===== src/rtl/acc_pkg.sv =====
// acc_sequencer shared definitions.
// Command opcodes and the sequencer state encoding.
package acc_pkg;

   localparam logic [1:0] OP_LOAD = 2'd0;
   localparam logic [1:0] OP_ADD  = 2'd1;
   localparam logic [1:0] OP_SUB  = 2'd2;
   localparam logic [1:0] OP_CMP  = 2'd3;

   typedef enum logic [2:0] {
      ST_IDLE,
      ST_LO,
      ST_HI,
      ST_FIX,
      ST_RESP
   } state_t;

endpackage


===== src/rtl/acc_sequencer.sv =====
// Accumulator sequencer driving an external W-bit Alu.
// Wide ops chain LO/HI passes plus an optional carry-fix pass.
module acc_sequencer
   import acc_pkg::*;
#(
   parameter int W = 8
) (
   input  logic         clk,
   input  logic         rst_n,
   input  logic         cmd_valid,
   output logic         cmd_ready,
   input  logic [1:0]   cmd_op,
   input  logic         cmd_wide,
   input  logic [2*W-1:0] cmd_data,
   output logic         alu_op,
   output logic [W-1:0] alu_a,
   output logic [W-1:0] alu_b,
   input  logic [W-1:0] alu_res,
   input  logic         alu_co,
   output logic         rsp_valid,
   input  logic         rsp_ready,
   output logic [2*W-1:0] rsp_acc,
   output logic         rsp_c,
   output logic         rsp_z
);

   state_t         r_state;
   logic [1:0]     r_op;
   logic           r_wide;
   logic [W-1:0]   r_data_hi;
   logic [2*W-1:0] r_acc;
   logic           r_c;
   logic           r_z;
   logic [W-1:0]   r_lo;
   logic           r_co_lo;
   logic           r_co_hi;
   logic           r_alu_op;
   logic [W-1:0]   r_alu_a;
   logic [W-1:0]   r_alu_b;
   logic           r_rsp_valid;

   logic           w_fix_need;
   logic           w_wb_go;
   logic [W-1:0]   w_res_lo;
   logic [2*W-1:0] w_res;
   logic           w_res_c;
   logic           w_res_z;

   assign cmd_ready = (r_state == ST_IDLE);
   assign alu_op    = r_alu_op;
   assign alu_a     = r_alu_a;
   assign alu_b     = r_alu_b;
   assign rsp_valid = r_rsp_valid;
   assign rsp_acc   = r_acc;
   assign rsp_c     = r_c;
   assign rsp_z     = r_z;

   // Alu carry-in is fixed to op, so a lo-pass carry/borrow needs a fix pass.
   always_comb begin
      w_fix_need = (r_op == OP_ADD) ? r_co_lo : !r_co_lo;
      w_wb_go    = 1'b0;
      w_res_lo   = r_lo;
      w_res_c    = alu_co;
      unique case (r_state)
         ST_LO: begin
            w_res_lo = alu_res;
            w_wb_go  = !r_wide;
         end
         ST_HI: begin
            w_wb_go = !w_fix_need;
         end
         ST_FIX: begin
            w_wb_go = 1'b1;
            w_res_c = (r_op == OP_ADD) ? (r_co_hi | alu_co)
                                       : (r_co_hi & alu_co);
         end
         default: begin
            w_wb_go = 1'b0;
         end
      endcase
      if (r_wide) begin
         w_res   = {alu_res, w_res_lo};
         w_res_z = (w_res == '0);
      end else begin
         w_res   = {r_acc[2*W-1:W], w_res_lo};
         w_res_z = (w_res_lo == '0);
      end
   end

   // Sequencer FSM: accept, run Alu passes, write back, hold response.
   always_ff @(posedge clk or negedge rst_n) begin
      if (!rst_n) begin
         r_state     <= ST_IDLE;
         r_op        <= OP_LOAD;
         r_wide      <= 1'b0;
         r_data_hi   <= '0;
         r_acc       <= '0;
         r_c         <= 1'b0;
         r_z         <= 1'b1;
         r_lo        <= '0;
         r_co_lo     <= 1'b0;
         r_co_hi     <= 1'b0;
         r_alu_op    <= 1'b0;
         r_alu_a     <= '0;
         r_alu_b     <= '0;
         r_rsp_valid <= 1'b0;
      end else begin
         unique case (r_state)
            ST_IDLE: begin
               if (cmd_valid) begin
                  r_op      <= cmd_op;
                  r_wide    <= cmd_wide;
                  r_data_hi <= cmd_data[2*W-1:W];
                  if (cmd_op == OP_LOAD) begin
                     if (cmd_wide) begin
                        r_acc <= cmd_data;
                        r_z   <= (cmd_data == '0);
                     end else begin
                        r_acc[W-1:0] <= cmd_data[W-1:0];
                        r_z          <= (cmd_data[W-1:0] == '0);
                     end
                     r_c         <= 1'b0;
                     r_rsp_valid <= 1'b1;
                     r_state     <= ST_RESP;
                  end else begin
                     r_alu_op <= (cmd_op != OP_ADD);
                     r_alu_a  <= r_acc[W-1:0];
                     r_alu_b  <= cmd_data[W-1:0];
                     r_state  <= ST_LO;
                  end
               end
            end
            ST_LO: begin
               r_lo    <= alu_res;
               r_co_lo <= alu_co;
               if (r_wide) begin
                  r_alu_a <= r_acc[2*W-1:W];
                  r_alu_b <= r_data_hi;
                  r_state <= ST_HI;
               end
            end
            ST_HI: begin
               r_co_hi <= alu_co;
               if (w_fix_need) begin
                  r_alu_a <= alu_res;
                  r_alu_b <= W'(1);
                  r_state <= ST_FIX;
               end
            end
            ST_FIX: begin
               r_state <= ST_RESP;
            end
            ST_RESP: begin
               if (rsp_ready) begin
                  r_rsp_valid <= 1'b0;
                  r_state     <= ST_IDLE;
               end
            end
            default: begin
               r_state <= ST_IDLE;
            end
         endcase
         if (w_wb_go) begin
            if (r_op != OP_CMP) r_acc <= w_res;
            r_c         <= w_res_c;
            r_z         <= w_res_z;
            r_alu_op    <= 1'b0;
            r_alu_a     <= '0;
            r_alu_b     <= '0;
            r_rsp_valid <= 1'b1;
            r_state     <= ST_RESP;
         end
      end
   end

endmodule

===== config.mk =====
export PLATFORM = sky130hd
export DESIGN_NAME = acc_sequencer
export DESIGN_NICKNAME = d
export VERILOG_FILES = /design/src/rtl/acc_pkg.sv /design/src/rtl/acc_sequencer.sv
export SDC_FILE = /design/constraint.sdc
export NUM_CORES = 1
export LEC_CHECK = 0
export ABC_AREA = 1
export ABC_CLOCK_PERIOD_IN_PS = 4500
export BUFFER_PORTS_ARGS = -buffer_cell sky130_fd_sc_hd__buf_4
export CORE_ASPECT_RATIO = 1.5
export CORE_UTILIZATION = 50
export CTS_CLUSTER_DIAMETER = 200
export DETAILED_ROUTE_END_ITERATION = 12
export PLACE_DENSITY = 0.74
export SYNTH_ARGS = -nofsm -noshare
export SYNTH_HDL_FRONTEND = slang
export SYNTH_SLANG_ARGS = --single-unit

===== constraint.sdc =====
create_clock -name clk -period 4.5 [get_ports clk]
set_clock_uncertainty 0.05 [all_clocks]
set_input_delay 0.45 -clock clk [delete_from_list [all_inputs] [get_ports clk]]
set_output_delay 0.45 -clock clk [all_outputs]
set_load 0.02 [all_outputs]

After elaboration in Yosys (flattened, before gate mapping)
Cells that the tools add are included.

operators by class
  equality and inequality tests = 15
  mux-type cells = 50
  bitwise operators = 2
  reductions and logical operators = 20

operators by type and width
  cell                  count
  $mux W16              6
  $mux W8               12
  $pmux W8 S3           2
  $logic_not A16 Y1     2
  $mux W1               21
  $mux W3               6
  $logic_not A8 Y1      2
  $ne A3 B3 Y1 const B  5
  $pmux W3 S5           1
  $reduce_and A4 Y1     2
  $eq A3 B2 Y1 const B  2
  $reduce_and A3 Y1     2
  $reduce_bool A2 Y1    3
  $reduce_and A5 Y1     1
  $ne A2 B2 Y1 const B  2
  $reduce_bool A4 Y1    1
  $eq A3 B1 Y1 const B  1
  $eq A3 B3 Y1 const B  1
  $logic_not A1 Y1      3
  $logic_not A3 Y1      1
  $ne A3 B1 Y1 const B  1
  $ne A3 B2 Y1 const B  1
  $pmux W1 S3           1
  $reduce_bool A3 Y1    1
  other kinds (7)       7

word-level totals
  flip-flop bits (word level) = 60
  bits of input ports = 32
  output and inout bits = 37
  logic and storage cells = 102

Longest topological paths before layout
  word-level depth = 6
  depth in mapped cells = 11
  depth with buffers taken out = 9

Least setup slack after synthesis
Ideal clock, no wire load.

  kind = register to register
  start point = reg r_state[0]
  end point = reg r_alu_a[6], in the netlist alu_a[6]
  arrival = 1526 ps
  required time = 4333 ps
  slack = 2806 ps
  cell stages (with the launch flop) = 11
  buffers on the path = 2
  period minus slack after synthesis = 1694 ps
  cells stage by stage = dfrtp_1 buf_4 inv_2 nand2_1 nor2_1 nand2_2 nand3_2 inv_2 buf_4 nand3_1 nand2_1

on the way
  elaborated cells between the ends (all ways) = 13
  classes of those cells = eq/ne: 7; mux: 3; reduce/logical: 3

RTL lines
  item                                                           line                  RTL
  from (decl)                                                    acc_sequencer.sv:27   state_t r_state;
  from (signal assigned)                                         acc_sequencer.sv:93   r_state <= ST_IDLE;
  from (signal assigned)                                         acc_sequencer.sv:124  r_state <= ST_RESP;
  from (signal assigned)                                         acc_sequencer.sv:129  r_state <= ST_LO;
  $logic_not A3 Y1 (*)                                           n/a
  via cmd_ready                                                  acc_sequencer.sv:11   output logic cmd_ready,
  $ne A3 B3 Y1 (no source line) (tied with other cells)          n/a
  $reduce_and A5 Y1 (no source line) or $mux W8 (tied branches)  n/a
  to (signal assigned)                                           acc_sequencer.sv:127  r_alu_a <= r_acc[W-1:0];
  to (signal assigned)                                           acc_sequencer.sv:137  r_alu_a <= r_acc[2*W-1:W];
  to (signal assigned)                                           acc_sequencer.sv:145  r_alu_a <= alu_res;
  to (decl)                                                      acc_sequencer.sv:38   logic [W-1:0] r_alu_a;

The timed path passes the listed nets; every way through them passes the cells marked *.
A chain may end at the register's enable or synchronous reset.

Final worst setup path
  start point = reg r_state[1]
  end point = reg r_alu_a[2], in the netlist alu_a[2]

on the way
  longest elaborated chain between the ends = 4
  elaborated cells between the ends (all ways) = 13
  classes of those cells = eq/ne: 7; mux: 3; reduce/logical: 3

RTL lines
  item                                                   line                 RTL
  $eq A3 B2 Y1 (tied with other cells)                   acc_sequencer.sv:64  unique case (r_state)
  $pmux W1 S3                                            acc_sequencer.sv:64
  $ne A3 B3 Y1 (no source line) (tied with other cells)  n/a
  $reduce_and A5 Y1 (no source line)                     n/a

Several ways; a longest one is shown, not always the timed one.

==> reports/qor.yml <==
status:
  outcome: "completed"
yosys:
  ys_seq_elements: 60
  synth_edf_count: 0
  yosysSeqAreaShare: 0.476
  netlist_area_um2: 3160
  synth_cell_types: 27
  synthFlopType: "dfrtp_1"
  netlist_instances: 425
  mappedNetlistNets: 457
  synth_warnings: 0
  async_flop_share: 1.00
  postSynthAreaPerCell_um2: 7.42
final_layout:
  nets: 517
  fin_cells: 563
  drive_gt1_frac: 0.215
  area_growth_pct: 20.5
  finalInstanceArea_um2: 3800
  diodes: 0
cts:
  insertion_delay_ns: 0.34
  clk_pin_slew_ns: 0.07
  clkSinkCount: 60
  cts_hold_buf: 0
  cts_max_path_buffers: 2
  cts_setup_buffers: 0
  cts_buffers: 9
  cts_tree: "built"
  htree_levels: 3
  clockRootBuffer: "clkbuf_8"
  ctsResizeCount: 0
global_route:
  grt_overflow_total: 0
  grt_max_degree: 61
  grt_usage: 0.292
  grt_pass1_vias: 2981
  grt_antenna_before_repair: 0
  grt_pass1_wl_um: 14300
sta:
  worst_pin_slew_ns: 0.900
  tns_ns: 0
  period_needed_ns: 2.57
  rsz0062_at_grt: "no"
  final_hold_viol_count: 0
  post-route-period-util: 0.571
  worst_slack_ns: 1.93
  max-slew-margin-rel: 0.398
  fmax_ghz: 0.389
  drv_slew: 0
  setup_viol: 0
die:
  fp.dieW_um: 66.9
  ioPinCount: 69
  dieArea_um2: 6640
  dieHeight_um: 99.3
  row_count: 35
  initial_utilization: 0.515
  core_area_um2: 6130
critical_path:
  critPathLaunchType: "flop"
  crit_path_start: "r_state[1]"
  r2r_start: "r_state[1]"
  arrival_ns: 2.74
  worstSetupPathType: "flop to flop"
  reg2reg_slack_ns: 1.93
  reg2reg_depth: 8
  critPathCapture: "alu_a[2]"
  crit_path_end_kind: "flop"
  r2r_end: "alu_a[2]"
  cp.required_ns: 4.67
  cp_max_fo: 21
placed_design:
  dp_slack_ns: 1.99
  port_buffers: 68
  dp_hpwl_um: 6510
  routabilityCongestion: 0.911
  placed_area_um2: 3630
  dp_cells: 548
drt:
  drt_pre_antenna_iters: 5
  drtIter0Drc: 291
  drt-vias-per-instance: 5.54
  drc: 0
  ant_nets: 0
  vias: 3119
  wl_per_cell_um: 15.8
  wl_um: 8900
worst_hold_path:
  hold_class: "primary input to asynchronous set/reset pin"
flow_run:
  drv.max_cap_violation_count: 0
pwr:
  p_per_area_nw_per_um2: 748
  power_leakage_nw: 2.03
  irDropWorstVdd_mv: 0.397
  power_mw: 2.84
## synth_stat cells, types with 2 or more instances
library cell  number  area [um2]
buf_2              7        35.0
buf_4              8        60.1
buf_6              2        22.5
clkbuf_1           2        7.51
dfrtp_1           59        1480
inv_1             28         105
inv_2             12        45.0
nand2_1          161         604
nand2_2            4        25.0
nand3_1           40         200
nand3_2            3        30.0
nand4_1           22         138
nor2_1            22        82.6
o21ai_0           21         105
o21ai_1           17        85.1
o21bai_1           2        15.0
o22ai_1            5        31.3
## registers in the layout (all words and copies together) (netlist names)
name and cells:
alu_a 8, r_lo 8, r_wide 1, alu_b 8, r_state 3, r_co_lo 1, rsp_c 1, r_data_hi 8
rsp_acc 16, rsp_z 1, r_op 2, r_co_hi 1, alu_op 1, rsp_valid 1
## how the worst min path moves through the flow
| stage | start | endpoint | cells past startpoint | slack [ns] |
|---|---|---|---|---|
| 2_1_floorplan | rst_n | alu_a[0] | 0 | 0.10 |
| 3_3_place_gp | alu_a[0] | alu_a[0] | 2 | 0.41 |
| 3_5_place_dp | alu_b[4] | alu_b[4] | 2 | 0.42 |
| 4_1_cts | rst_n | alu_b[7] | 1 | 0.16 |
| 5_1_grt | rst_n | r_data_hi[4] | 1 | 0.19 |
| 6_report | rst_n | r_data_hi[4] | 1 | 0.13 |
## cell usage in the layout (no fill, tap or decap)
| cell | count |
|---|---|
| nand2_1 | 161 |
| buf_4 | 68 |
| dfrtp_1 | 59 |
| nand3_1 | 40 |
| inv_1 | 28 |
| nand4_1 | 22 |
| nor2_1 | 22 |
| o21ai_0 | 21 |
| o21ai_1 | 17 |
| inv_2 | 12 |
| clkbuf_8 | 11 |
| o22ai_1 | 5 |
| nand2_2 | 4 |
| nand3_2 | 3 |
| clkinv_2 | 3 |
| o21bai_1 | 2 |
| clkbuf_1 | 2 |
| o211ai_1 | 1 |
| clkinv_1 | 1 |
| nor2_4 | 1 |
| nor2_2 | 1 |
| nor3_2 | 1 |
| a211oi_1 | 1 |
| nor3_1 | 1 |
| a21oi_1 | 1 |
| dfstp_2 | 1 |
## layer usage
layer	vias up	global-route usage	wire, um
met5	-	0	0
met4	0	0.173	435
met3	33	0.0573	535
met2	153	0.479	4430
met1	1441	0.347	3500
li1	1492	-	-
## critical path, stage by stage, from the launching register on
cell,delay [ns]
dfrtp_1,0.47
inv_2,0.14
nand3_1,0.64
nand2_1,0.63
inv_2,0.18
nand2_1,0.11
nand3_1,0.07
nand3_1,0.10
nand2_1,0.06
## cells by family (layout without fill, tap and decap cells)
group / count (synthesis) / in the layout / synth area share
AND/OR/NAND/NOR: 256 / 256 / 0.352
buffers and inverters: 61 / 125 / 0.0900
flip-flops: 60 / 60 / 0.476
AO/OA/AOI/OAI: 48 / 48 / 0.0813
## per-stage QoR
step	hold WS [ns]	util
global route	0.190	0.620
global placement	0.414	0.593
detailed placement	0.417	0.593
floorplan	0.104	-
CTS	0.157	0.620
finish	0.126	0.620
## final cells by class
type	instances	area (um2)
timing repair buffer	68	510
clock inverter	2	10.0
sequential	60	1500
inverter	42	159
multi-input combinational	304	1370
fill	575	2330
clock buffer	13	159
tap	74	92.6
## report_power, final
group / leakage [nW] / switching [mW] / total [mW] / internal, mW
combinational: 1.19 / 0.942 / 1.43 / 0.489
sequential: 0.745 / 0.191 / 0.986 / 0.795
clock: 0.0893 / 0.203 / 0.428 / 0.225
(Power assumes the default switching activity.)
